$ cat config.mk
export PLATFORM = sky130hd
export DESIGN_NAME = ap_unsi_mult_pipe
export DESIGN_NICKNAME = d
export VERILOG_FILES = /design/src/rtl/ap_unsi_mult_pipe.sv
export SDC_FILE = /design/constraint.sdc
export NUM_CORES = 1
export LEC_CHECK = 0
export CORE_ASPECT_RATIO = 1.25
export CORE_MARGIN = 2
export CORE_UTILIZATION = 50
export CTS_CLUSTER_SIZE = 8
export DETAILED_ROUTE_END_ITERATION = 6
export PLACE_DENSITY = 0.75
export SKIP_LAST_GASP = 1
export SLEW_MARGIN = 30
export SYNTH_ARGS = -nofsm -noshare
export SYNTH_HDL_FRONTEND = slang
export SYNTH_SLANG_ARGS = --single-unit
$ cat constraint.sdc
create_clock -name clk -period 6.7 [get_ports clk]
set_clock_uncertainty 0.15 [all_clocks]
set_input_delay 1.005 -clock clk [delete_from_list [all_inputs] [get_ports clk]]
set_output_delay 1.005 -clock clk [all_outputs]
set_load 0.02 [all_outputs]
$ cat src/rtl/ap_unsi_mult_pipe.sv
// Two-stage approximate unsigned multiplier: OR-compressed low columns, exact high columns.
// Define AP_MULT_COMP_EN to feed a carry into the accurate region from the top approximate column.
module ap_unsi_mult_pipe #(
  parameter int WIDTH    = 8,
  parameter int APX_COLS = 8
) (
  input  logic               clk,
  input  logic               rst,
  input  logic               in_valid,
  output logic               in_ready,
  input  logic [WIDTH-1:0]   in_a,
  input  logic [WIDTH-1:0]   in_b,
  output logic               out_valid,
  input  logic               out_ready,
  output logic [2*WIDTH-1:0] out_res,
  input  logic               err_clr,
  output logic [15:0]        err_cnt
);

  localparam int PW = 2 * WIDTH;
  localparam int CW = $clog2(WIDTH + 1);

  logic [CW-1:0] col [PW];
  logic [PW-1:0] acc;
  logic [PW-1:0] apx;
  logic [PW-1:0] apx_res;
  logic [PW-1:0] exact;
  logic          cin;

  logic [PW-1:0] r1_apx;
  logic [PW-1:0] r1_exact;
  logic          v1;
  logic          v2;
  logic          mis;
  logic          en1;
  logic          en2;

  always_comb begin
    for (int c = 0; c < PW; c++)
      col[c] = '0;
    for (int i = 0; i < WIDTH; i++)
      for (int j = 0; j < WIDTH; j++)
        col[i+j] = col[i+j] + CW'(in_a[i] & in_b[j]);
  end

  // Low columns collapse to an OR; only high columns are weighted and summed.
  always_comb begin
    acc = '0;
    apx = '0;
    cin = 1'b0;
    for (int c = 0; c < PW; c++) begin
      if (c < APX_COLS)
        apx[c] = |col[c];
      else
        acc = acc + (PW'(col[c]) << c);
`ifdef AP_MULT_COMP_EN
      if (c == APX_COLS - 1 && col[c] > CW'(1))
        cin = 1'b1;
`endif
    end
    apx_res = (acc + (PW'(cin) << APX_COLS)) | apx;
  end

  assign exact = PW'(in_a) * PW'(in_b);

  assign en2       = !v2 | out_ready;
  assign en1       = !v1 | en2;
  assign in_ready  = en1;
  assign out_valid = v2;

  always_ff @(posedge clk) begin
    if (rst) begin
      v1       <= 1'b0;
      v2       <= 1'b0;
      r1_apx   <= '0;
      r1_exact <= '0;
      out_res  <= '0;
      mis      <= 1'b0;
      err_cnt  <= '0;
    end else begin
      if (en1) begin
        v1 <= in_valid;
        if (in_valid) begin
          r1_apx   <= apx_res;
          r1_exact <= exact;
        end
      end
      if (en2) begin
        v2 <= v1;
        if (v1) begin
          out_res <= r1_apx;
          mis     <= r1_apx != r1_exact;
        end
      end
      if (err_clr)
        err_cnt <= '0;
      else if (v2 && out_ready && mis && err_cnt != 16'hFFFF)
        err_cnt <= err_cnt + 16'd1;
    end
  end

endmodule

==> summary by stage, run 1 <==
Floorplan
The total die area is 0.0129 mm². The I/O pin count is 55. The horizontal die dimension is 102 µm. The vertical extent of the die is 127 µm. The area of the core region is 0.0117 mm². The number of core rows is 44. Once the floorplan was initialized, standard cells occupied 51.5% of the core.

Worst setup path
The worst setup path is launched from an input port. The worst endpoint required time is 6770 ps. The sum of buffers and inverters on the critical path is 4. The critical path in this run is classified as in2reg. STA puts the critical path data arrival time at 5670 ps.

In this design, the largest share of critical-path delay is due to adder cells. The signal on the critical path passes through clkdlybuf4s50_1, nand2_1, fa_1, inv_1, fa_1, fa_1, inv_1, fa_1, inv_1, ha_1, o211a_1, o31a_1, o211a_1, or4_1, a32o_1. The most numerous cell type found on the critical path is sky130_fd_sc_hd__fa_1. The type of destination of the critical path is a flip-flop. For this run, the slowest stage of the critical path takes 720 ps. Of all nets on the critical path, the largest fanout is 10. The critical path's slowest cell is sky130_fd_sc_hd__clkdlybuf4s50_1.

STA
For the pin with the worst max-slew slack, the measured transition is 872 ps. Once routing completed, OpenROAD measured the worst setup slack at 1100 ps. Subtracting the final worst setup slack from the clock period gives 5600 ps.

The number of hold violations in the final report came to 0. Of the available clock period, the critical path in the final layout requires 83.6%. For this run, the top clock speed supported by timing is 178 MHz. Setup repair after global routing left no endpoint under its margin. The tightest slew margin relative to the limit is 41.9%. Setup violations remaining at the end of the flow were counted as 0.

The count of pins over their slew limit was 0. The total negative slack for setup checks is 0 ps.

Placed design
OpenSTA, run right after detailed placement, puts the worst setup slack at 757 ps. The total half-perimeter wirelength after legalization and detailed placement is 10.8 mm. Including well taps, the total number of placed cells is 897. Port buffering added 54 buffers. At the end of routability-driven placement, the weighted congestion stood at 0.882.

Synthesis
The synthesized netlist devotes 4.52% of its cell area to XOR and XNOR gates. During synthesis, Yosys emitted a total of 0 warnings. The largest family of logic cells by synthesized area is adder cells. Averaged over all synthesized cells, the footprint is 8.58 µm². By area the synthesized netlist is led by sky130_fd_sc_hd__dfxtp_1 22%, sky130_fd_sc_hd__fa_1 22%, sky130_fd_sc_hd__ha_1 12%, sky130_fd_sc_hd__inv_1 7.4%, sky130_fd_sc_hd__nand2_1 6.4%.

The unique cell type count in the Yosys netlist is 56. Yosys mapped a number of flops with a built-in enable equal to 0. For this run, asynchronously set or reset flops after synthesis account for 0%. Measured against the total synthesized area, the mux share comes to 0.333%. The most frequently used cell type in the post-synthesis netlist is sky130_fd_sc_hd__inv_1. The fraction of synthesized cell area taken by the top area cell type is 22.0%.

The compound-cell area share of the yosys netlist is 11.2%. The synthesized instance count is 701. The share of the yosys chip area belonging to registers is 22.0%. After Yosys synthesis, and, or, nand and nor cells account for 19.0% of the synthesized area. By count the netlist is led by 119 x sky130_fd_sc_hd__inv_1, 102 x sky130_fd_sc_hd__nand2_1, 66 x sky130_fd_sc_hd__dfxtp_1, 66 x sky130_fd_sc_hd__fa_1, 58 x sky130_fd_sc_hd__ha_1. After Yosys synthesis, full adders, half adders and majority gates account for 34.0% of the synthesized area. The netlist area before placement is 0.00601 mm². The number of nets in the synthesized netlist is 846. The synthesized design spends more area on one cell type than any other, namely sky130_fd_sc_hd__dfxtp_1. For this run, the leading register cell type out of synthesis is sky130_fd_sc_hd__dfxtp_1.

The number of storage elements in the synthesis netlist is 66.

Clocking
The clock network latency to the later pin of the worst-skew pair is 320 ps. In this run the number of H-tree levels came out at 3. The hold-fix buffer count after cts is 0. The number of buffers inserted during clock tree synthesis is 9.

Once the clock tree was built, the setup fixing pass inserted 0 buffers. Once the clock tree was built, the resizer swapped 0 gates to a different size. The TritonCTS clock tree is built.

The clock passes through at most 2 buffers. The clock root buffer is sky130_fd_sc_hd__clkbuf_16. After clock tree synthesis, the clock-pin slew on the worst setup and hold paths is 50 ps.

The clock drives 66 sinks.

Drt
The final layout contains routed wiring with a total length of 13.2 mm. The via count is 4827. The initial detailed-routing violation count is 189. Using the TritonRoute via totals, the vias-per-cell ratio works out to 5.29. The detail route stage leaves a number of antenna-violating nets equal to 0. After detailed routing, the average wire length per cell comes to 14.4 µm. After detailed routing, the number of remaining DRC violations is 0. The iteration count of the initial detailed-routing pass is 5.

Global route
The first global-routing pass estimated 22.6 mm of wire. Entering global routing, the biggest net connects 51 pins. The via count of the first global-routing pass is 4967.

The initial antenna violation count is 0. The global-route usage over all layers is 21.7%. Global routing finished with a remaining overflow of 0.

Layout
0 antenna diodes ended up in the layout. Of the cells placed in the final design, the portion with a size suffix greater than 1 is 4.26%. The count of nets after finishing is 892. From synthesis to final layout, the design area changed by 15.7%. The number of fillers in the final layout is 1071. At the end of the flow the core is filled with cells to 59.6%. The count of non-filler cells in the finished layout is 913.

Run status
The run finished with clean final reports.

Power
The power density over the cells is 240 mW/mm². Overall power consumption after layout is estimated at 1.67 mW. The cell leakage power is 3.27 nW. The maximum vdd drop is 0.000146 V.

Min path
The path class of the lowest-slack min-delay path is reg2reg.

Job
The number of maximum-capacitance constraint violations is 0.
==> power by group <==
part | total [mW] | leakage, nW | internal [mW] | switching, mW
clock | 0.421 | 0.131 | 0.258 | 0.163
combinational | 0.768 | 2.60 | 0.332 | 0.436
sequential | 0.478 | 0.540 | 0.440 | 0.0378
total | 1.67 | 3.27 | 1.03 | 0.637
==> layout make-up <==
cell class	instances	area, µm²	share of cell area [%]
multi-input combinational	494	4160	59.8
sequential	66	1320	19.0
timing repair buffer	57	558	8.02
inverter	119	447	6.42
clock buffer	11	243	3.49
tap	161	201	2.90
clock inverter	5	30.0	0.432
==> stage by stage <==
| stage | cell area [µm²] | hold WS [ps] |
|---|---|---|
| global placement | 6690 | 291 |
| finish | 6960 | 302 |
| CTS | 6960 | 302 |
| global route | 6960 | 317 |
| floorplan | 6010 | 282 |
| detailed placement | 6690 | 296 |
==> registers in the layout, indices dropped and copies added (netlist names) <==
name       count
err_cnt       16
mis            1
out_res       16
out_valid      1
r1_apx        16
r1_exact      15
v1             1
==> worst reg2reg max path: cells and delay by family, from the launching register on <==
| family | cells | cell delay [ps] |
|---|---|---|
| simple gates | 2 | 710 |
| flops | 1 | 420 |
| fa+ha+maj | 1 | 310 |
| compound gates | 2 | 540 |
==> cells in the final DEF (no fill, tap or decap), drive strengths merged, types with 9 or more instances in the layout <==
cell | synthesis | routed
nand3 | 18 | 18
and2 | 28 | 28
clkbuf | 18 | 11
a211oi | 9 | 9
nor2 | 34 | 34
inv | 119 | 119
o21ai | 10 | 10
a21oi | 51 | 51
clkdlybuf4s50 | 0 | 53
nand2 | 103 | 103
dfxtp | 66 | 66
ha | 58 | 58
nor3 | 10 | 10
fa | 66 | 66
xnor2 | 24 | 24
==> worst paths after layout <==
path,slack (ps),end,cells past startpoint,start
setup / recovery,1100,r1_exact[13]$_SDFFE_PP0P_,15,in_a[2]
hold / removal,300,r1_apx[0]$_SDFFE_PP0P_,2,r1_apx[0]$_SDFFE_PP0P_
setup reg to reg,4460,err_cnt[5]$_SDFFE_PP0P_,5,err_cnt[1]$_SDFFE_PP0P_
hold reg to reg,300,r1_apx[0]$_SDFFE_PP0P_,2,r1_apx[0]$_SDFFE_PP0P_
==> cell families after synthesis <==
family	count (synthesis)
buffers and inverters	141
AOI/OAI and AO/OA	105
DFF	66
and+or+nand+nor	232
adders and majority gates	124
muxes	2
xor gates and xnor gates	31
==> per-layer routing <==
metal  up-vias  routed length [µm]  global-route usage [%]
met2       105                6610                    37.8
li1       2372                   -                       -
met3        21                 519                    2.15
met5         -                   0                       0
met4         0                 275                    6.98
met1      2329                5760                    28.2
No activity file was read; power rests on OpenSTA's default activity.
==> run 2, diff against run 1 <==
--- a/config.mk
+++ b/config.mk
@@ -10,7 +10,7 @@
 export CORE_UTILIZATION = 50
 export CTS_CLUSTER_SIZE = 8
 export DETAILED_ROUTE_END_ITERATION = 6
-export PLACE_DENSITY = 0.75
+export PLACE_DENSITY = 0.78
 export SKIP_LAST_GASP = 1
 export SLEW_MARGIN = 30
 export SYNTH_ARGS = -nofsm -noshare
==> constraint.sdc (replaced) <==
create_clock -name clk -period 5.05 [get_ports clk]
set_clock_uncertainty 0.15 [all_clocks]
set_input_delay 0.7575 -clock clk [delete_from_list [all_inputs] [get_ports clk]]
set_output_delay 0.7575 -clock clk [all_outputs]
set_load 0.02 [all_outputs]
==> run 2 against run 1 <==
Net effect: sequential share of layout area decreased by 1.6 points; final cell count increased by 7.7%; combinational power is 64% higher; clock-buffer cell count rose by 1; clock power grew 43%; critical path depth shrank 1; sequential power up 32%; largest cell class unchanged; global-route usage increased by 1.2 points; cell area is 9.0% higher; routed wire length grew 6.6%; largest power group unchanged.
==> summary by stage, run 2 (same netlist as run 1, synthesis figures left out) <==
Run status
The flow ran to the end, and the final reports show no timing, DRC or antenna violations.

Worst setup path
The category of the worst setup path launch point is an input port. Among all stages on the critical path, the largest delay is contributed by sky130_fd_sc_hd__fa_1. The worst endpoint required time was 5110 ps (-1660 ps). The critical path goes through clkdlybuf4s50_1, and2_1, fa_1, fa_1, fa_1, inv_1, fa_1, inv_1, ha_4, o211a_1, o31a_1, o211a_1, or4_1, a32o_1. The critical path data arrival time is 4990 ps (-680 ps). The cell occurring most often along the worst timing path is sky130_fd_sc_hd__fa_1. In this run the critical register-to-register path is captured at err_cnt[5]$_SDFFE_PP0P_. The worst reg2reg path depth was 5 (unchanged). The reg2reg setup slack was 2810 ps (-1650 ps). The largest fanout on the critical path is 5 (-5). STA classifies the critical path endpoint as a flip-flop. The setup path with the least slack is of type in2reg. The maximum cell stage delay along the critical path is 560 ps (-160 ps). The worst reg2reg path startpoint is err_cnt[0]$_SDFFE_PP0P_.

Floorplan
The area of the core region came to 0.0117 mm² (unchanged). The total die area is 0.0129 mm² (unchanged). The I/O pin count is 55 (unchanged). The vertical extent of the die is 127 µm (unchanged).

The horizontal die dimension is 102 µm (unchanged). The number of core rows is 44 (unchanged). The starting utilization of the core area is 51.5% (unchanged).

STA
Setup repair after global routing could not meet its margin everywhere. The total negative slack for setup checks is 0 ps (unchanged). The number of hold violations in the final report is 0 (unchanged). Of the available clock period, the critical path in the final layout requires 97.5%. The slew at the pin closest to its max-slew limit is 892 ps (+19.7 ps). Counting I/O delays and the setup requirement, the final critical path takes 4930 ps. The maximum frequency from static timing analysis is 203 MHz. The count of pins over their slew limit came to 0 (unchanged). The tightest slew margin relative to the limit is 40.6% (-1.3 points). The worst-case hold slack is 298 ps (-4.29 ps). The number of setup violations in the final report is 0 (unchanged).

Global route
The global-route usage over all layers is 22.9% (+1.2 points). The total grt overflow came to 0 (unchanged). The global-route wire length before repair came to 23.8 mm (+5.1%). The initial antenna violation count was 0 (unchanged). The via count of the first global-routing pass is 5279 (+6.3%). The pin count of the biggest net entering global routing is 51 (unchanged).

Clocking
The TritonCTS clock tree is built. The count of H-tree levels built during CTS is 3 (unchanged). The worst-case clock buffer depth is 2 (unchanged).

The clock network latency to the later pin of the worst-skew pair was 330 ps (about the same). The clock transition time at the flip-flop clock pins of the worst setup and hold paths was 50 ps (about the same). The number of sinks handled by clock tree synthesis is 66 (unchanged). The number of buffers inserted during clock tree synthesis is 9 (unchanged). The tree is rooted in a sky130_fd_sc_hd__clkbuf_16.

Min path
In this run the most critical hold path is launched from r1_apx[0]$_SDFFE_PP0P_. The path class of the lowest-slack min-delay path is reg2reg. The number of cells on the worst hold path is 2 (unchanged).

The endpoint of the worst hold-timing path is out_res[0]$_SDFFE_PP0P_.

Layout
Leaving out fill and tap cells, the most frequent cells in the layout are 119 x sky130_fd_sc_hd__inv_1, 98 x sky130_fd_sc_hd__nand2_1, 74 x sky130_fd_sc_hd__buf_4, 66 x sky130_fd_sc_hd__dfxtp_1, 63 x sky130_fd_sc_hd__fa_1. The layout-stage area growth over the synthesis result is 26.2%. Leaving out fill and tap cells, the most frequent cell in the layout is sky130_fd_sc_hd__inv_1. The largest registers in the layout are err_cnt x16, out_res x16, r1_apx x16. The number of diodes was 0 (unchanged).

The count of nets after finishing was 963 (+8.0%). The post-route standard cell area excluding fillers was 0.00758 mm² (+9.0%). The share of post-route cells with drive strength above 1 is 14.6% (+10 points). The end-of-flow core utilization is 65.0% (+5.4 points).

Power
The power density over the cells is 329 mW/mm² (+37%). The maximum vdd drop was 0.000268 V (+83%). The cell leakage power is 3.66 nW (+12%).

Placed design
The total half-perimeter wirelength after legalization and detailed placement is 11.3 mm (+4.9%). The placer's final routability congestion estimate is 0.882 (about the same). The port buffer count is 54 (unchanged). The post-place instance area is 0.00720 mm² (+7.7%).

Drt
The post-detailed-route count of antenna-violating nets is 0 (unchanged). The initial detailed-routing violation count is 283 (+50%). The iteration count of the initial detailed-routing pass is 5 (unchanged).

The via count is 5167 (+7.0%). The total length of routed wires is 14.0 mm (+6.6%). The average routed wire per standard cell is 14.3 µm (-1.0%). The post-detailed-route via-to-cell ratio is 5.26 (-0.58%). The number of remaining DRC errors is 0 (unchanged).

Job
The number of maximum-capacitance constraint violations is 0 (unchanged).
-- run 2: cell count changes in the layout (fill, tap and decap cells not counted), sizes merged, moves of 2 or more --
cell / change
dlymetal6s2s: +2
buf: +71
clkdlybuf4s50: -12
dlygate4sd2: +10
clkinvlp: -2
-- run 2: worst max path at each step --
stage / from / to / slack, ps / cells past startpoint
6_report: in_a[6] / r1_exact[13]$_SDFFE_PP0P_ / 120 / 14
5_1_grt: in_a[6] / r1_exact[15]$_SDFFE_PP0P_ / -40 / 15
4_1_cts: in_a[4] / r1_apx[15]$_SDFFE_PP0P_ / 3 / 19
3_5_place_dp: in_a[1] / r1_exact[13]$_SDFFE_PP0P_ / -520 / 15
3_3_place_gp: in_a[1] / r1_exact[13]$_SDFFE_PP0P_ / -370 / 15
2_1_floorplan: in_a[2] / r1_exact[13]$_SDFFE_PP0P_ / 20 / 15
-- run 2: cell type report --
| class | count | area [µm²] |
|---|---|---|
| well taps | 161 | 201 |
| clock buffers | 12 | 246 |
| inverters | 119 | 447 |
| fillers | 973 | 4090 |
| multi-input cells | 494 | 4250 |
| repair buffers | 128 | 1080 |
| flip-flops and latches | 66 | 1320 |
| clock inverters | 3 | 40.0 |
-- run 2: critical path: cells and delay by family --
| kind | cells | cell delay (ps) |
|---|---|---|
| compound gates | 4 | 770 |
| buf+inv | 3 | 550 |
| fa+ha+maj | 5 | 2330 |
| simple gates | 2 | 580 |
-- run 2: report_power, final --
group          switching (mW)  internal, mW
logic                   0.659         0.605
clock network           0.210         0.391
registers              0.0483         0.584
-- run 2: stage by stage --
stage / setup WS [ps] / power (mW) / cells
3_5_place_dp: -521 / 1.81 / 966
2_1_floorplan: 19.4 / 1.40 / 701
3_3_place_gp: -373 / 1.76 / 966
4_1_cts: 2.89 / 2.43 / 981
5_1_grt: -38.7 / 2.68 / 983
6_report: 124 / 2.50 / 983
-- run 2: per-layer routing --
metal	up-vias	global-route usage, %	wire (µm)
met3	27	2.59	566
li1	2510	-	-
met5	-	0	0
met1	2468	29.4	6020
met2	162	39.6	7100
met4	0	7.92	349
-- run 2: repair_timing --
item | CTS | global route
gates resized for setup | 18 | 14
hold buffers | 0 | 0
pin swaps | 0 | 9
endpoints found under the setup margin | 5 | 6
buffers inserted | 0 | 2
endpoints found under the hold margin | 0 | 0
==> run 3, diff against run 2 <==
--- a/config.mk
+++ b/config.mk
@@ -7,10 +7,10 @@
 export LEC_CHECK = 0
 export CORE_ASPECT_RATIO = 1.25
 export CORE_MARGIN = 2
-export CORE_UTILIZATION = 50
+export CORE_UTILIZATION = 40
 export CTS_CLUSTER_SIZE = 8
 export DETAILED_ROUTE_END_ITERATION = 6
-export PLACE_DENSITY = 0.78
+export PLACE_DENSITY = 0.65
 export SKIP_LAST_GASP = 1
 export SLEW_MARGIN = 30
 export SYNTH_ARGS = -nofsm -noshare
==> run 3 against run 2 <==
Net effect: fmax increased by 1.0%; non-clock buffer count increased by 9; clock power increased by 13%; routed wire length decreased by 0.42%; first-iteration DRC count decreased by 6.0%; worst hold slack improved by 5.2 ps; final cell count increased by 3.2%; critical path type unchanged; critical endpoint unchanged; largest cell class unchanged; largest power group unchanged.
==> summary by stage, run 3 (same netlist as run 1, synthesis figures left out) <==
Worst setup path
The critical path data arrival time is 4950 ps (-40 ps). The worst endpoint required time is 5120 ps (about the same). The critical path's slowest cell is sky130_fd_sc_hd__fa_1.

The cell occurring most often along the worst timing path is sky130_fd_sc_hd__fa_1. The maximum cell stage delay along the critical path is 540 ps (-20 ps). The category of the worst setup path launch point is an input port. Traced cell by cell, the critical path runs through clkdlybuf4s50_1, and2_4, ha_4, a31o_2, fa_1, fa_1, inv_1, fa_1, inv_1, ha_4, o211a_1, o31a_1, o211a_1, or4_1, a32o_1. The largest fanout on the critical path came to 5 (unchanged). On the critical path the largest part of the delay comes from adder cells.

The critical setup path kind is in2reg. The type of destination of the critical path is a flip-flop. The sum of buffers and inverters on the critical path came to 3 (unchanged).

STA
The share of the clock period used by the worst path after layout is 96.6% (-0.98 points). The final critical-path required period is 4880 ps (-49.6 ps). The least setup slack across all paths after layout is 173 ps (+49.6 ps). Setup repair after global routing could not meet its margin everywhere. The maximum frequency from static timing analysis is 205 MHz (+1.0%). The slew at the pin closest to its max-slew limit is 909 ps (+17.2 ps).

The number of setup violations in the final report came to 0 (unchanged). The number of hold violations in the final report is 0 (unchanged). The worst-case hold slack is 303 ps (+5.23 ps).

The tightest slew margin relative to the limit came to 39.4% (-1.1 points). The count of pins over their slew limit came to 0 (unchanged).

Clocking
The number of buffers inserted during clock tree synthesis is 9 (unchanged). The number of sinks handled by clock tree synthesis is 66 (unchanged). The TritonCTS clock tree is built.

The clock transition time at the flip-flop clock pins of the worst setup and hold paths is 60 ps (about the same). The clock root buffer is sky130_fd_sc_hd__clkbuf_16. The hold-fix buffer count after cts is 0 (unchanged). The worst-case clock buffer depth was 2 (unchanged). The count of H-tree levels built during CTS is 3 (unchanged). The clock network latency to the later pin of the worst-skew pair came to 330 ps (about the same).

Floorplan
The horizontal die dimension came to 114 µm (+11%). The total die area is 0.0160 mm² (+24%). The area of the core region is 0.0148 mm² (+27%). The I/O pin count came to 55 (unchanged). The number of core rows is 50 (+14%). The vertical extent of the die was 141 µm (+11%). The starting utilization of the core area came to 40.5% (-11 points).

Layout
The number of diodes is 0 (unchanged). The count of nets after finishing is 972 (+0.93%). Leaving out fill and tap cells, the most frequent cell in the layout is sky130_fd_sc_hd__inv_1. The library cells used most frequently in the layout, excluding fill and tap cells, are 119 x sky130_fd_sc_hd__inv_1, 101 x sky130_fd_sc_hd__nand2_1, 83 x sky130_fd_sc_hd__buf_4, 66 x sky130_fd_sc_hd__fa_1, 66 x sky130_fd_sc_hd__dfxtp_1. The largest registers in the layout are err_cnt x16, out_res x16, r1_apx x16. From synthesis to final layout, the design area changed by 28.0%. The number of fillers in the final layout is 1398 (+44%). The share of post-route cells with drive strength above 1 is 14.7% (+0.065 points).

Placed design
The total half-perimeter wirelength after legalization and detailed placement was 11.4 mm (+0.76%). The placer's final routability congestion estimate came to 0.865 (-1.9%). The pre-CTS worst setup slack is -435 ps (+85.3 ps).

The port buffer count was 54 (unchanged).

Drt
The via count was 4998 (-3.3%). The iteration count of the initial detailed-routing pass is 4 (-1). The initial detailed-routing violation count is 266 (-6.0%). The number of remaining DRC errors is 0 (unchanged). The post-detailed-route via-to-cell ratio is 4.93 (-6.2%). The average routed wire per standard cell was 13.8 µm (-3.5%). The post-detailed-route count of antenna-violating nets came to 0 (unchanged). The total length of routed wires was 14.0 mm (-0.42%).

Job
The number of maximum-capacitance constraint violations is 0 (unchanged).

Global route
The global-route wire length before repair is 23.5 mm (-1.3%). The initial antenna violation count is 0 (unchanged). The global-route usage over all layers is 18.2% (-4.7 points).

The total grt overflow is 0 (unchanged). The via count of the first global-routing pass is 4938 (-6.5%). The pin count of the biggest net entering global routing is 51 (unchanged).

Power
The cell leakage power is 3.72 nW (+1.7%). The power density over the cells is 330 mW/mm² (+0.37%). The maximum vdd drop is 0.000197 V (-26%).

Min path
The worst hold path belongs to the class reg2reg.

Run status
The flow ran to the end, and the final reports show no timing, DRC or antenna violations.
-- run 3: cell types whose count changed in the layout (fill, tap and decap cells not counted), moves of 2 or more --
cell,previous run,this run
sky130_fd_sc_hd__dlygate4sd2_1,10,8
sky130_fd_sc_hd__fa_2,3,0
sky130_fd_sc_hd__fa_1,63,66
sky130_fd_sc_hd__clkdlybuf4s50_1,41,43
sky130_fd_sc_hd__a21oi_1,48,50
sky130_fd_sc_hd__nand2_2,5,2
sky130_fd_sc_hd__nand2_1,98,101
sky130_fd_sc_hd__buf_4,74,83
sky130_fd_sc_hd__a21oi_2,3,1
-- run 3: tightest hold or removal path: stages, from the launching register on --
cell	delay (ps)
sky130_fd_sc_hd__dfxtp_1	310
sky130_fd_sc_hd__nand2_1	50
sky130_fd_sc_hd__a21oi_1	50
-- run 3: layout make-up --
type / count / area (µm²) / area share [%]
sequential: 66 / 1320 / 17.2
tap: 182 / 228 / 2.96
clock inverter: 4 / 73.8 / 0.959
inverter: 119 / 447 / 5.80
clock buffer: 12 / 256 / 3.33
timing repair buffer: 137 / 1150 / 15.0
multi-input combinational: 494 / 4220 / 54.8
-- run 3: metal layers --
layer	up-vias	GRT usage, %	routed length (µm)
met5	-	0	0
met4	0	5.07	235
met3	17	2.28	368
met2	96	32.9	7070
met1	2339	22.7	6300
li1	2546	-	-
-- run 3: timing repair --
item                       4_1_cts  5_1_grt
setup buffers                    0        1
setup endpoints to repair        4        7
resized for setup                8       12
gates cloned                     0        0
pin swaps                        0        8
-- run 3: final timing paths --
kind	to	slack, ps	cells past startpoint	startpoint
min	r1_apx[0]$_SDFFE_PP0P_	300	2	r1_apx[0]$_SDFFE_PP0P_
min reg2reg	r1_apx[0]$_SDFFE_PP0P_	300	2	r1_apx[0]$_SDFFE_PP0P_
max	r1_exact[13]$_SDFFE_PP0P_	170	15	in_a[0]
max reg2reg	err_cnt[1]$_SDFFE_PP0P_	2800	6	err_cnt[1]$_SDFFE_PP0P_
-- run 3: power breakdown --
part | total, mW | internal [mW] | leakage [nW] | switching [mW]
Clock | 0.682 | 0.459 | 0.163 | 0.223
Combinational | 1.23 | 0.610 | 3.02 | 0.618
Sequential | 0.633 | 0.584 | 0.540 | 0.0489
Total | 2.54 | 1.65 | 3.72 | 0.890
-- run 3: per-stage QoR --
| stage | cells | setup TNS [ps] | power (mW) | util [%] | instance area (µm²) |
|---|---|---|---|---|---|
| after global routing | 1014 | -13.1 | 2.76 | 51.9 | 7690 |
| after detailed placement | 997 | -3050 | 1.83 | 49.3 | 7300 |
| after floorplan | 701 | 0 | 1.40 | - | 6010 |
| after global placement | 997 | -2670 | 1.81 | 49.3 | 7300 |
| after CTS | 1013 | 0 | 2.52 | 51.4 | 7620 |
| final | 1014 | 0 | 2.54 | 51.9 | 7690 |
